$ cat src/rtl/lpc_synth_sequencer.sv
// LPC synthesis frame sequencer: shadow/active coefficient banks, sample pacing,
// excitation generation (impulse train or LFSR noise) and filter output capture.
// Ports: coef_wr/coef_addr/coef_data fill the shadow bank; frm_* is the frame
//   handshake; A0..A10, fx, fv drive the filter; fy, fvout come back from it;
//   sample/sample_valid carry the captured output; running/underrun report status.
module lpc_synth_sequencer #(
  parameter int          SAMPLE_DIV = 6250,
  parameter int          FRAME_LEN  = 160,
  parameter logic [15:0] LFSR_SEED  = 16'hACE1
) (
  input  logic        clk,
  input  logic        rst,
  input  logic        coef_wr,
  input  logic [3:0]  coef_addr,
  input  logic [15:0] coef_data,
  input  logic        frm_valid,
  output logic        frm_ready,
  input  logic [15:0] frm_gain,
  input  logic [7:0]  frm_pitch,
  input  logic        frm_voiced,
  output logic [15:0] A0,
  output logic [15:0] A1,
  output logic [15:0] A2,
  output logic [15:0] A3,
  output logic [15:0] A4,
  output logic [15:0] A5,
  output logic [15:0] A6,
  output logic [15:0] A7,
  output logic [15:0] A8,
  output logic [15:0] A9,
  output logic [15:0] A10,
  output logic [15:0] fx,
  output logic        fv,
  input  logic [15:0] fy,
  input  logic        fvout,
  output logic [15:0] sample,
  output logic        sample_valid,
  output logic        running,
  output logic        underrun
);

  localparam int DW = (SAMPLE_DIV > 1) ? $clog2(SAMPLE_DIV) : 1;
  localparam int CW = (FRAME_LEN > 1) ? $clog2(FRAME_LEN) : 1;
  localparam logic [DW-1:0] DIV_MAX = DW'(SAMPLE_DIV - 1);
  localparam logic [CW-1:0] CNT_MAX = CW'(FRAME_LEN - 1);

  localparam logic [0:0] S_IDLE = 1'b0;
  localparam logic [0:0] S_RUN  = 1'b1;

  logic [0:0]    state;
  logic          pending;

  logic [15:0]   sh_coef [11];
  logic [15:0]   sh_gain;
  logic [7:0]    sh_pitch;
  logic          sh_voiced;

  logic [15:0]   act_coef [11];
  logic [15:0]   act_gain;
  logic [7:0]    act_pitch;
  logic          act_voiced;

  logic [DW-1:0] div;
  logic [CW-1:0] cnt;
  logic [7:0]    phase;
  logic [15:0]   lfsr;

  logic          accept;
  logic          frame_end;
  logic          commit;
  logic          issue;
  logic          restart;
  logic          lfsr_fb;
  logic [7:0]    new_pitch;
  logic [7:0]    phase_inc;
  logic signed [31:0] prod;
  logic [15:0]   noise;
  logic [15:0]   exc;

  assign accept    = frm_valid & ~pending;
  assign frame_end = (state == S_RUN) & (div == DIV_MAX)
                   & (cnt == CNT_MAX);
  assign commit    = pending & ((state == S_IDLE) | frame_end);
  assign issue     = (state == S_RUN) & (div == '0);

  // pitch 0 behaves as 1; active pitch is stored already normalised
  assign new_pitch = (sh_pitch == 8'd0) ? 8'd1 : sh_pitch;

  // phase survives a frame boundary only if it still fits the new period
  assign restart = (new_pitch <= phase) | (~act_voiced & sh_voiced);

  assign phase_inc = (({1'b0, phase} + 9'd1) >= {1'b0, act_pitch})
                   ? 8'd0 : phase + 8'd1;

  // Fibonacci taps 16,14,13,11 in right-shift form
  assign lfsr_fb = lfsr[0] ^ lfsr[2] ^ lfsr[3] ^ lfsr[5];

  assign prod  = $signed(act_gain) * $signed(lfsr);
  assign noise = 16'(prod >>> 15);

  assign exc = act_voiced
             ? ((phase == 8'd0) ? act_gain : 16'd0)
             : noise;

  always_ff @(posedge clk or negedge rst) begin
    if (!rst) begin
      for (int i = 0; i < 11; i++) sh_coef[i] <= '0;
      sh_gain   <= '0;
      sh_pitch  <= '0;
      sh_voiced <= 1'b0;
    end else begin
      // writes are dropped while a frame waits so it cannot be corrupted
      if (coef_wr & ~pending) begin
        for (int i = 0; i < 11; i++) begin
          if (coef_addr == 4'(i)) sh_coef[i] <= coef_data;
        end
      end
      if (accept) begin
        sh_gain   <= frm_gain;
        sh_pitch  <= frm_pitch;
        sh_voiced <= frm_voiced;
      end
    end
  end

  always_ff @(posedge clk or negedge rst) begin
    if (!rst) begin
      state      <= S_IDLE;
      pending    <= 1'b0;
      div        <= '0;
      cnt        <= '0;
      phase      <= '0;
      lfsr       <= LFSR_SEED;
      for (int i = 0; i < 11; i++) act_coef[i] <= '0;
      act_gain   <= '0;
      act_pitch  <= '0;
      act_voiced <= 1'b0;
      fx         <= '0;
      fv         <= 1'b0;
      underrun   <= 1'b0;
    end else begin
      fv <= issue;

      if (issue) begin
        fx <= exc;
        if (act_voiced) phase <= phase_inc;
        else            lfsr  <= {lfsr_fb, lfsr[15:1]};
      end

      if (accept) pending <= 1'b1;

      // a frame ending with nothing queued wins over a same-cycle accept
      if (frame_end & ~pending) underrun <= 1'b1;
      else if (accept)          underrun <= 1'b0;

      unique case (state)
        S_IDLE: begin
          if (commit) begin
            state <= S_RUN;
            div   <= '0;
            cnt   <= '0;
          end
        end
        S_RUN: begin
          if (div == DIV_MAX) begin
            div <= '0;
            if (cnt == CNT_MAX) begin
              cnt <= '0;
              if (!pending) begin
                state <= S_IDLE;
                fx    <= '0;
              end
            end else begin
              cnt <= cnt + 1'b1;
            end
          end else begin
            div <= div + 1'b1;
          end
        end
        default: state <= S_IDLE;
      endcase

      if (commit) begin
        pending <= 1'b0;
        for (int i = 0; i < 11; i++) act_coef[i] <= sh_coef[i];
        act_gain   <= sh_gain;
        act_pitch  <= new_pitch;
        act_voiced <= sh_voiced;
        if (restart) phase <= '0;
      end
    end
  end

  // filter results are captured in any state so the last one is kept
  always_ff @(posedge clk or negedge rst) begin
    if (!rst) begin
      sample       <= '0;
      sample_valid <= 1'b0;
    end else begin
      sample_valid <= fvout;
      if (fvout) sample <= fy;
    end
  end

  assign frm_ready = ~pending;
  assign running   = (state == S_RUN);

  assign A0  = act_coef[0];
  assign A1  = act_coef[1];
  assign A2  = act_coef[2];
  assign A3  = act_coef[3];
  assign A4  = act_coef[4];
  assign A5  = act_coef[5];
  assign A6  = act_coef[6];
  assign A7  = act_coef[7];
  assign A8  = act_coef[8];
  assign A9  = act_coef[9];
  assign A10 = act_coef[10];

endmodule

$ cat config.mk
export PLATFORM = sky130hd
export DESIGN_NAME = lpc_synth_sequencer
export DESIGN_NICKNAME = d
export VERILOG_FILES = /design/src/rtl/lpc_synth_sequencer.sv
export SDC_FILE = /design/constraint.sdc
export NUM_CORES = 1
export LEC_CHECK = 0
export BUFFER_PORTS_ARGS = -buffer_cell sky130_fd_sc_hd__buf_4
export CAP_MARGIN = 5
export CORE_MARGIN = 2
export CORE_UTILIZATION = 50
export CTS_CLUSTER_DIAMETER = 50
export CTS_CLUSTER_SIZE = 20
export DETAILED_ROUTE_END_ITERATION = 8
export PLACE_DENSITY = 0.69
export SETUP_SLACK_MARGIN = 0.05
export SLEW_MARGIN = 20
export SYNTH_ARGS = -nofsm -noshare
export SYNTH_HDL_FRONTEND = slang
export SYNTH_SLANG_ARGS = --single-unit
$ cat constraint.sdc
create_clock -name clk -period 7.43 [get_ports clk]
set_input_delay 1.1145 -clock clk [delete_from_list [all_inputs] [get_ports clk]]
set_output_delay 1.1145 -clock clk [all_outputs]
set_load 0.01 [all_outputs]
==> results.ini <==
[cells_and_area]
final_area_um2 = 33500
drive_gt1_share_pct = 31.3
area_growth_pct = 15.0
fin_nets = 2976

[sta]
drv_slew = 0
finalSetupViolations = 0
period_share_pct = 91.0
final.setup.tns_ns = 0
hold_viol = 0
timing.hold.ws_ns = 0.497
tightest_slew_ns = 1.09
fin_skew_ns = 0.0311
fmaxAchievable_ghz = 0.148
finalCriticalPeriod_ns = 6.76
slew_headroom_pct = 27.5
rsz0062_at_grt = false

[logic_synthesis]
syn-mean-instance-area_um2 = 12.5
synth.top_cell.area_share_pct = 40.9
postSynthCellCount = 2336
yosys_warnings = 0
syn-cell-area_um2 = 29100
ys_seq_elements = 484
synth_commonest_cells = dfrtp_1 (476), inv_1 (302), fa_1 (255)
yosysSeqAreaShare_pct = 41.7
synth_top_area_cell = dfrtp_1
synth.area.top_cells = dfrtp_1 (41%), fa_1 (18%), mux2_2 (9.6%)
ys_types = 61
yosysMostFrequentCell = dfrtp_1
synth_edf_count = 0
synth_fp_nets = 2756
synth_flop_cell = dfrtp_1
ys_async_sr_fraction_pct = 100

[critical_path]
worstSetupPathType = register to register
endpoint_kind = register
startpoint_type = register
crit_chain = nand2_1, inv_1, fa_1, inv_1, fa_1, inv_1, fa_1, fa_1, fa_1, inv_1, fa_1, inv_1, ha_1, a21oi_1, o21ai_0, or3_1, o21ai_2, o2111ai_1, xnor2_1, a21oi_1
critPathArrivalTime_ns = 7.20
crit_required_ns = 7.87
cpPeakStageDelay_ns = 0.72
crit_fanout = 18
cp_common_cell = fa_1
crit_family = adder cells
path_buf_inv = 5
cp_slowest_cell = fa_1

[die]
dieArea_um2 = 60200
coreArea_um2 = 57600
start_util_pct = 50.5
num_rows = 88
io_pins = 279
fp.dieH_um = 245
fp.dieW_um = 245

[pwr]
p_leak_nw = 17.8
power_density_nw_per_um2 = 183
ir_worst_vdd_v = 0.000213
finalPower_mw = 6.14

[cts]
cts_tree = yes
cts_setup_buffers = 0
clockRootBuffer = clkbuf_16
clk_latency_ns = 0.61
cts_buffer_depth = 3
path_clk_slew_ns = 0.07
cts.sinks = 484
cts_resized = 0
htreeDepth = 2
numCtsBuffers = 49
ctsHoldBuffers = 0

[grt]
grtUsageMet3_pct = 7.68
busiest_layer = met2
grt_usage_pct = 23.9
grt_max_degree = 171
grt_use_met1_pct = 30.3
grt_pass1_vias = 19800
grt_use_met2_pct = 39.1
grt_pass1_wl_mm = 112
antenna_found_initial = 1
grt.overflow.total = 0

[placement]
dp_hpwl_mm = 49.9
dpl-instance-area_um2 = 31700
gp_congestion = 0.879
io_buffers = 278

[drt]
drcViolationCount = 0
wl_mm = 69.9
num_vias = 18000
ant_nets = 0
wire_per_inst_um = 20.8
drtIter0Drc = 915
via_per_inst = 5.34
drtPass1Iterations = 7

[job]
cap_violations = 0

[worst_hold_path]
hp-class = register to register

[status]
status = finished, final reports clean

## layer usage
metal  wire [µm]  vias up
met5           0        -
li1            -     7969
met3        5890      114
met2       33600      473
met1       28500     9396
met4        1970        0
## state kept, by name (all words and copies together) (netlist names), 13 cells and up
| signal | count |
|---|---|
| A9 | 16 |
| sh_coef | 176 |
| A0 | 16 |
| A8 | 16 |
| sh_gain | 16 |
| A10 | 16 |
| A6 | 16 |
| A4 | 16 |
| A5 | 16 |
| A3 | 16 |
| A1 | 16 |
| fx | 16 |
| div | 13 |
| A7 | 16 |
| sample | 16 |
| A2 | 16 |
| lfsr | 16 |
| act_gain | 16 |
## final cells by class
class	instances	area (µm²)
fillers	4618	24100
multi-input cells	1430	15300
flip-flops and latches	484	12100
repair buffers	288	2190
clock buffers	54	1270
inverters	303	1140
well taps	765	957
clock inverters	38	532
diodes	1	2.50
## metrics by stage
step	instances	worst slack, ns	utilization, %
detailed placement	3270	0.695	55.0
CTS	3362	0.673	58.1
global route	3363	0.304	58.1
floorplan	2336	1.26	-
global placement	3270	0.861	55.0
finish	3363	0.670	58.1
## path summary, 6_finish.rpt
kind,start,to,slack [ns],cells past startpoint
setup / recovery,lfsr[1],fx[14],0.67,20
setup reg to reg,lfsr[1],fx[14],0.67,20
min in group asynchronous,rst,A5[7],0.58,1
hold / removal,sh_coef[59],A7[11],0.50,1
hold reg to reg,sh_coef[59],A7[11],0.50,1
max in group asynchronous,rst,sh_coef[133],5.31,2
## cell usage in the layout (no fill, tap or decap), types with 4 or more instances in the layout
| cell type | synthesis | routed |
|---|---|---|
| dfrtp_1 | 476 | 476 |
| inv_1 | 302 | 302 |
| buf_4 | 0 | 285 |
| fa_1 | 255 | 255 |
| mux2_2 | 249 | 249 |
| nand2_1 | 211 | 211 |
| mux2_4 | 168 | 168 |
| and2_1 | 117 | 117 |
| ha_1 | 99 | 99 |
| nor2_1 | 50 | 50 |
| clkbuf_16 | 0 | 49 |
| o21ai_0 | 46 | 46 |
| a21oi_1 | 30 | 30 |
| xnor2_1 | 29 | 29 |
| nand3_1 | 20 | 20 |
| and3_1 | 17 | 17 |
| xor2_1 | 12 | 12 |
| nand4_1 | 11 | 11 |
| inv_6 | 0 | 11 |
| a22oi_1 | 10 | 10 |
| nand2b_1 | 9 | 9 |
| nor2b_1 | 10 | 9 |
| nor3_1 | 9 | 9 |
| a21o_1 | 9 | 9 |
| dfstp_2 | 8 | 8 |
| a211oi_1 | 7 | 7 |
| o211ai_1 | 7 | 7 |
| inv_8 | 0 | 7 |
| o22ai_1 | 6 | 6 |
| clkinv_8 | 0 | 6 |
| nor4_1 | 4 | 4 |
| a22o_1 | 4 | 4 |
| bufinv_16 | 0 | 4 |
## cell families (layout without fill, tap and decap cells)
family / Yosys count / count (layout) / share of synthesized area [%]
compound gates: 144 / 144 / 3.13
fa+ha+maj: 354 / 354 / 21.8
simple gates: 472 / 472 / 7.86
flops: 484 / 484 / 41.7
xor+xnor: 41 / 41 / 1.23
other cells: 0 / 1 / 0
mux: 419 / 419 / 18.4
buf+inv: 422 / 683 / 5.96
## report_power, final
part	switching [mW]	leakage (nW)	internal [mW]
Sequential	0.146	6.50	2.83
Combinational	0.213	10.4	0.238
Clock	1.25	0.876	1.47
Total	1.60	17.8	4.53
No activity file was read; power rests on OpenSTA's default activity.
